[config.mk]
export PLATFORM = sky130hd
export DESIGN_NAME = hilo_muldiv_unit
export DESIGN_NICKNAME = d
export VERILOG_FILES = /design/src/rtl/muldiv_pkg.sv /design/src/rtl/div_restoring_step.sv /design/src/rtl/hilo_muldiv_unit.sv
export SDC_FILE = /design/constraint.sdc
export NUM_CORES = 1
export LEC_CHECK = 0
export BUFFER_PORTS_ARGS = -buffer_cell sky130_fd_sc_hd__buf_4
export CAP_MARGIN = 30
export CORE_MARGIN = 3
export CORE_UTILIZATION = 50
export DETAILED_ROUTE_END_ITERATION = 10
export PLACE_DENSITY = 0.7
export SYNTH_ARGS = -nofsm -noshare
export SYNTH_HDL_FRONTEND = slang
export SYNTH_SLANG_ARGS = --single-unit
[constraint.sdc]
create_clock -name clk -period 8.05 [get_ports clk]
set_clock_uncertainty 0.15 [all_clocks]
set_input_delay 1.2075 -clock clk [delete_from_list [all_inputs] [get_ports clk]]
set_output_delay 1.2075 -clock clk [all_outputs]
set_load 0.05 [all_outputs]
[src/rtl/muldiv_pkg.sv]
// rtl/muldiv_pkg.sv - shared opcodes, FSM state type and default width for the HI/LO mul/div unit
//
// Purpose : constants shared between the ALU decoder and hilo_muldiv_unit.
// Contents: MULDIV_DATA_W (default operand width), OP_MUL / OP_DIV opcodes,
//           muldiv_state_t FSM state type.
package muldiv_pkg;

    localparam int MULDIV_DATA_W = 32;

    localparam logic [3:0] OP_MUL = 4'b1001;
    localparam logic [3:0] OP_DIV = 4'b1111;

    typedef enum logic [1:0] {
        S_IDLE = 2'd0,
        S_RUN  = 2'd1,
        S_FIX  = 2'd2
    } muldiv_state_t;

endpackage

[src/rtl/div_restoring_step.sv]
// rtl/div_restoring_step.sv - one combinational iteration of unsigned restoring division
//
// Purpose : trial-subtract the divisor from the shifted partial remainder.
// Ports   : partial  [DATA_W:0]   shifted remainder with next dividend bit in LSB
//           divisor  [DATA_W-1:0] divisor magnitude
//           next_rem [DATA_W-1:0] remainder after this iteration
//           q_bit                 quotient bit produced by this iteration
module div_restoring_step #(
    parameter int DATA_W = 32
) (
    input  logic [DATA_W:0]   partial,
    input  logic [DATA_W-1:0] divisor,
    output logic [DATA_W-1:0] next_rem,
    output logic              q_bit
);

    logic [DATA_W:0] diff;

    // partial < 2*divisor always holds, so DATA_W+1 bits cannot overflow and
    // the MSB of the difference is the borrow.
    assign diff     = partial - {1'b0, divisor};
    assign q_bit    = ~diff[DATA_W];
    assign next_rem = q_bit ? diff[DATA_W-1:0] : partial[DATA_W-1:0];

endmodule

[src/rtl/hilo_muldiv_unit.sv]
// rtl/hilo_muldiv_unit.sv - iterative signed multiply/divide unit with architectural HI/LO
//
// Purpose : multi-cycle MULT/DIV beside the EX-stage ALU; busy stalls ID/EX.
// Config  : define MULDIV_FAST_MUL_EN for a single-cycle multiply (IDLE -> FIX).
// Ports   : clk, rst (async active-high)
//           start, alusignal[3:0], a, b   op request, sampled at acceptance
//           abort                         flush, cancels in-flight op
//           hi_we, lo_we, wdata           MTHI/MTLO writes (IDLE only)
//           busy, done, div_by_zero       status
//           hi, lo                        architectural HI/LO registers
module hilo_muldiv_unit
    import muldiv_pkg::*;
#(
    parameter int DATA_W = MULDIV_DATA_W
) (
    input  logic              clk,
    input  logic              rst,
    input  logic              start,
    input  logic [3:0]        alusignal,
    input  logic [DATA_W-1:0] a,
    input  logic [DATA_W-1:0] b,
    input  logic              abort,
    input  logic              hi_we,
    input  logic              lo_we,
    input  logic [DATA_W-1:0] wdata,
    output logic              busy,
    output logic              done,
    output logic              div_by_zero,
    output logic [DATA_W-1:0] hi,
    output logic [DATA_W-1:0] lo
);

    localparam int CW = $clog2(DATA_W) + 1;

    muldiv_state_t       state;
    logic [CW-1:0]       cnt;
    logic [2*DATA_W-1:0] acc;      // mult: {partial product, multiplier}; div: {remainder, dividend/quotient}
    logic [DATA_W-1:0]   opnd;     // multiplicand or divisor magnitude
    logic                op_div;
    logic                neg_q;    // sign of product or quotient
    logic                neg_r;    // sign of remainder (dividend sign)

    logic                is_mul, is_div, accept, b_zero;
    logic [DATA_W-1:0]   mag_a, mag_b;
    logic [DATA_W-1:0]   mul_addend;
    logic [DATA_W:0]     mul_sum;
    logic [DATA_W-1:0]   next_rem;
    logic                q_bit;
    logic [2*DATA_W-1:0] prod;
    logic [DATA_W-1:0]   fix_hi, fix_lo;

    assign is_mul = (alusignal == OP_MUL);
    assign is_div = (alusignal == OP_DIV);
    assign accept = (state == S_IDLE) && start && !abort && (is_mul || is_div);
    assign b_zero = (b == '0);

    // Negating the most-negative value yields itself, which read unsigned is its magnitude.
    assign mag_a = a[DATA_W-1] ? -a : a;
    assign mag_b = b[DATA_W-1] ? -b : b;

    assign mul_addend = acc[0] ? opnd : '0;
    assign mul_sum    = {1'b0, acc[2*DATA_W-1:DATA_W]} + {1'b0, mul_addend};

    div_restoring_step #(.DATA_W(DATA_W)) u_div_step (
        .partial  ({acc[2*DATA_W-1:DATA_W], acc[DATA_W-1]}),
        .divisor  (opnd),
        .next_rem (next_rem),
        .q_bit    (q_bit)
    );

    always_comb begin
        prod   = neg_q ? -acc : acc;
        fix_hi = prod[2*DATA_W-1:DATA_W];
        fix_lo = prod[DATA_W-1:0];
        if (op_div) begin
            fix_lo = neg_q ? -acc[DATA_W-1:0] : acc[DATA_W-1:0];
            fix_hi = neg_r ? -acc[2*DATA_W-1:DATA_W] : acc[2*DATA_W-1:DATA_W];
        end
    end

    assign busy = (state != S_IDLE);

    always_ff @(posedge clk or posedge rst) begin
        if (rst) begin
            state       <= S_IDLE;
            cnt         <= '0;
            acc         <= '0;
            opnd        <= '0;
            op_div      <= 1'b0;
            neg_q       <= 1'b0;
            neg_r       <= 1'b0;
            done        <= 1'b0;
            div_by_zero <= 1'b0;
            hi          <= '0;
            lo          <= '0;
        end else begin
            done <= 1'b0;
            case (state)
                S_IDLE: begin
                    if (hi_we) hi <= wdata;
                    if (lo_we) lo <= wdata;
                    if (accept) begin
                        div_by_zero <= is_div && b_zero;
                        op_div      <= is_div;
                        neg_q       <= a[DATA_W-1] ^ b[DATA_W-1];
                        neg_r       <= a[DATA_W-1];
                        cnt         <= CW'(DATA_W);
                        if (is_div) begin
                            opnd <= mag_b;
                            if (b_zero) begin
                                // Zero accumulator and cleared signs make FIX write hi=lo=0.
                                acc   <= '0;
                                neg_q <= 1'b0;
                                neg_r <= 1'b0;
                                state <= S_FIX;
                            end else begin
                                acc   <= {{DATA_W{1'b0}}, mag_a};
                                state <= S_RUN;
                            end
                        end else begin
`ifdef MULDIV_FAST_MUL_EN
                            acc   <= {{DATA_W{1'b0}}, mag_a} * {{DATA_W{1'b0}}, mag_b};
                            state <= S_FIX;
`else
                            opnd  <= mag_a;
                            acc   <= {{DATA_W{1'b0}}, mag_b};
                            state <= S_RUN;
`endif
                        end
                    end
                end
                S_RUN: begin
                    if (abort) begin
                        state <= S_IDLE;
                    end else begin
                        acc <= op_div ? {next_rem, acc[DATA_W-2:0], q_bit}
                                      : {mul_sum, acc[DATA_W-1:1]};
                        cnt <= cnt - CW'(1);
                        if (cnt == CW'(1)) state <= S_FIX;
                    end
                end
                S_FIX: begin
                    state <= S_IDLE;
                    if (!abort) begin
                        hi   <= fix_hi;
                        lo   <= fix_lo;
                        done <= 1'b1;
                    end
                end
                default: state <= S_IDLE;
            endcase
        end
    end

endmodule

==> impl_metrics.env <==
export IMPL_r2r_setup_slack_ns=3.24
export IMPL_power_density_nw_per_um2=328
export IMPL_htreeDepth=4
export IMPL_worst_slack_ns=3.24
export IMPL_diodes=0
export IMPL_r2r_end="acc[62]"
export IMPL_synthDominantCellAreaShare_pct=28.6
export IMPL_place_ws_ns=3.34
export IMPL_finalHoldViolations=0
export IMPL_cap_violations=0
export IMPL_syn_inst=1923
export IMPL_place_gp_congestion=0.973
export IMPL_cts_made_buffers=17
export IMPL_synth_top_cells_by_area="dfrtp_1 29%, nand2_1 5.9%, ha_1 5.8%"
export IMPL_drt_wl_total_um=54000
export IMPL_worstReg2RegStart="acc[31]"
export IMPL_min_path_cells=2
export IMPL_synthMostInstantiatedCell="nand2_1"
export IMPL_cp_max_fo=24
export IMPL_status="completed"
export IMPL_ioPinCount=173
export IMPL_core_um2=29700
export IMPL_postCtsHoldBufs=0
export IMPL_fp_row_count=63
export IMPL_grtUsageTotal_pct=32.2
export IMPL_post_route_drc_count=0
export IMPL_fill_cells=2755
export IMPL_postCtsSetupBuffers=0
export IMPL_ys_seq_area_share_pct=28.6
export IMPL_maxSlewHeadroom_pct=31.2
export IMPL_synthXorXnorAreaFrac_pct=9.44
export IMPL_cts_tree="done"
export IMPL_worst_ir_drop_vdd_mv=0.175
export IMPL_die_area_um2=32400
export IMPL_io_buffers=172
export IMPL_worstMarginPinSlew_ns=1.03
export IMPL_period_share_pct=59.8
export IMPL_grt_pass1_wl_um=83900
export IMPL_grt_max_degree=79
export IMPL_synthAdderAreaFrac_pct=6.06
export IMPL_worst_setup_path_end_kind="register"
export IMPL_layout_drive_gt1_share_pct=13.0
export IMPL_die_h_um=180
export IMPL_die_x_um=180
export IMPL_clock_sinks=173
export IMPL_path_class="register to register"
export IMPL_crit_arrival_ns=4.99
export IMPL_drt_initial_drc_count=1752
export IMPL_viasPerCell=6.44
export IMPL_critical_path_startpoint_type="register"
export IMPL_grt_setup_unrepaired="false"
export IMPL_synth_warnings=0
export IMPL_wl_per_cell_um=22.4
export IMPL_cts_reportedPaths_clkPinSlew_ns=0.09
export IMPL_worstHoldEndpoint="lo[13]"
export IMPL_synth_compound_area_share_pct=25.4
export IMPL_start_util_pct=50.9
export IMPL_antenna_found_initial=0
export IMPL_ctsRootBufferMaster="clkbuf_16"
export IMPL_drt_antenna_violating_nets=0
export IMPL_netlist_area_um2=15100
export IMPL_setup_tns_ns=0
export IMPL_worstHoldPathType="register to register"
export IMPL_finalMaxSlewViolations=0
export IMPL_hpwl_um=41100
export IMPL_r2r_cells=12
export IMPL_synth_top_family_by_area="compound AO/OA/AOI/OAI gates"
export IMPL_post_synth_num_cell_types=77
export IMPL_ys_ff_latch=173
export IMPL_dr_total_vias=15500
export IMPL_synthArstFlopShare_pct=100
export IMPL_yosysTopAreaCell="dfrtp_1"
export IMPL_synth_mux_area_share_pct=3.66
export IMPL_synthSimpleGateAreaFrac_pct=22.0
export IMPL_area_growth_pct=13.9
export IMPL_ys_flop_type="dfrtp_1"
export IMPL_synth_nets=2101
export IMPL_first_global_vias=14700
export IMPL_netlist_top_cells_count="237 x nand2_1, 173 x dfrtp_1, 172 x nor2_1"
export IMPL_grt_overflow_total=0
export IMPL_clk_latency_ns=0.45
export IMPL_finalCriticalPeriod_ns=4.81
export IMPL_p_leak_nw=7.67
export IMPL_drt_pass1_iterations=6
export IMPL_avgSynthCellArea_um2=7.87
export IMPL_min_from="lo[13]"
export IMPL_synth_edf_count=0
export IMPL_timing_fmax_mhz=208
export IMPL_finalNetCount=2186
export IMPL_clock_path_buffers=2
export IMPL_setup_violations_final=0
export IMPL_worstPathRequired_ns=8.23
export IMPL_cts_resized=0
cell type report:
class | count | area [um2] | area share (%)
inverters | 60 | 230 | 1.34
flip-flops and latches | 173 | 4330 | 25.1
multi-input cells | 1563 | 10100 | 58.6
clock inverters | 14 | 169 | 0.981
well taps | 390 | 488 | 2.83
clock buffers | 18 | 429 | 2.49
repair buffers | 193 | 1480 | 8.57
report_power, final:
group	internal [mW]	switching, mW
Clock	0.446	0.426
Combinational	1.28	1.94
Sequential	1.08	0.468
Total	2.81	2.83
layer usage:
layer  up-vias  share of wire (%)  track usage (%)  wire length, um
met5         -                  0                0                0
met4         0                4.8             14.3             2600
met2       840                 44             49.9            23700
li1       7193                  -                -                -
met3       128                9.4             5.95             5070
met1      7372                 42             44.0            22700
flip-flops by register name (all words and copies together), names as in the netlist:
name / count
acc: 64
div_by_zero: 1
opnd: 32
state: 2
neg_q: 1
neg_r: 1
hi: 32
done: 1
op_div: 1
cnt: 6
lo: 32
worst max path at each step:
stage,startpoint,slack [ns],to,cells after the start
3_5_place_dp,acc[31],3.34,acc[62],12
3_3_place_gp,b[18],3.49,acc[0],10
2_1_floorplan,rst,2.00,acc[0],1
4_1_cts,acc[31],3.32,acc[62],12
6_report,acc[31],3.24,acc[62],12
5_1_grt,acc[31],2.98,acc[62],12
cells by family (layout without fill, tap and decap cells):
group / after synthesis / after routing
DFF: 173 / 173
buffers and inverters: 187 / 285
adders and majority gates: 72 / 72
and+or+nand+nor: 695 / 695
xor gates and xnor gates: 163 / 163
AOI/OAI and AO/OA: 578 / 578
muxes: 55 / 55
critical path, stage by stage, from the launching register on:
cell and delay [ns]:
dfrtp_1 0.42, inv_1 0.11, ha_1 0.24, fa_1 0.41, nor2b_1 0.12, o21ai_0 0.11, o21ai_0 0.44, a41o_1 0.35
a211oi_1 0.16, o2111ai_1 0.56, nand3_2 0.78, mux2_2 0.53, a221o_1 0.31
metrics by stage:
stage                     power, mW  util, %  instances  hold WS [ns]  cell area [um2]
after global placement         4.63     55.8       2377         0.311            16600
after CTS                      5.56     58.0       2411         0.342            17200
final                          5.64     58.0       2411         0.335            17200
after global routing           6.02     58.0       2411         0.356            17200
after floorplan                3.79        -       1923         0.306            15100
after detailed placement       4.68     56.0       2379         0.322            16600
layout by cell type (no fill, tap or decap), types with 59 or more instances in the layout:
master / netlist / final
a21oi_1: 99 / 98
inv_1: 60 / 59
dfrtp_1: 173 / 172
nand2_1: 237 / 237
o21ai_0: 169 / 169
buf_4: 0 / 191
xor2_1: 85 / 85
xnor2_1: 78 / 78
nor2_1: 172 / 168
ha_1: 70 / 70
(Power assumes the default switching activity.)
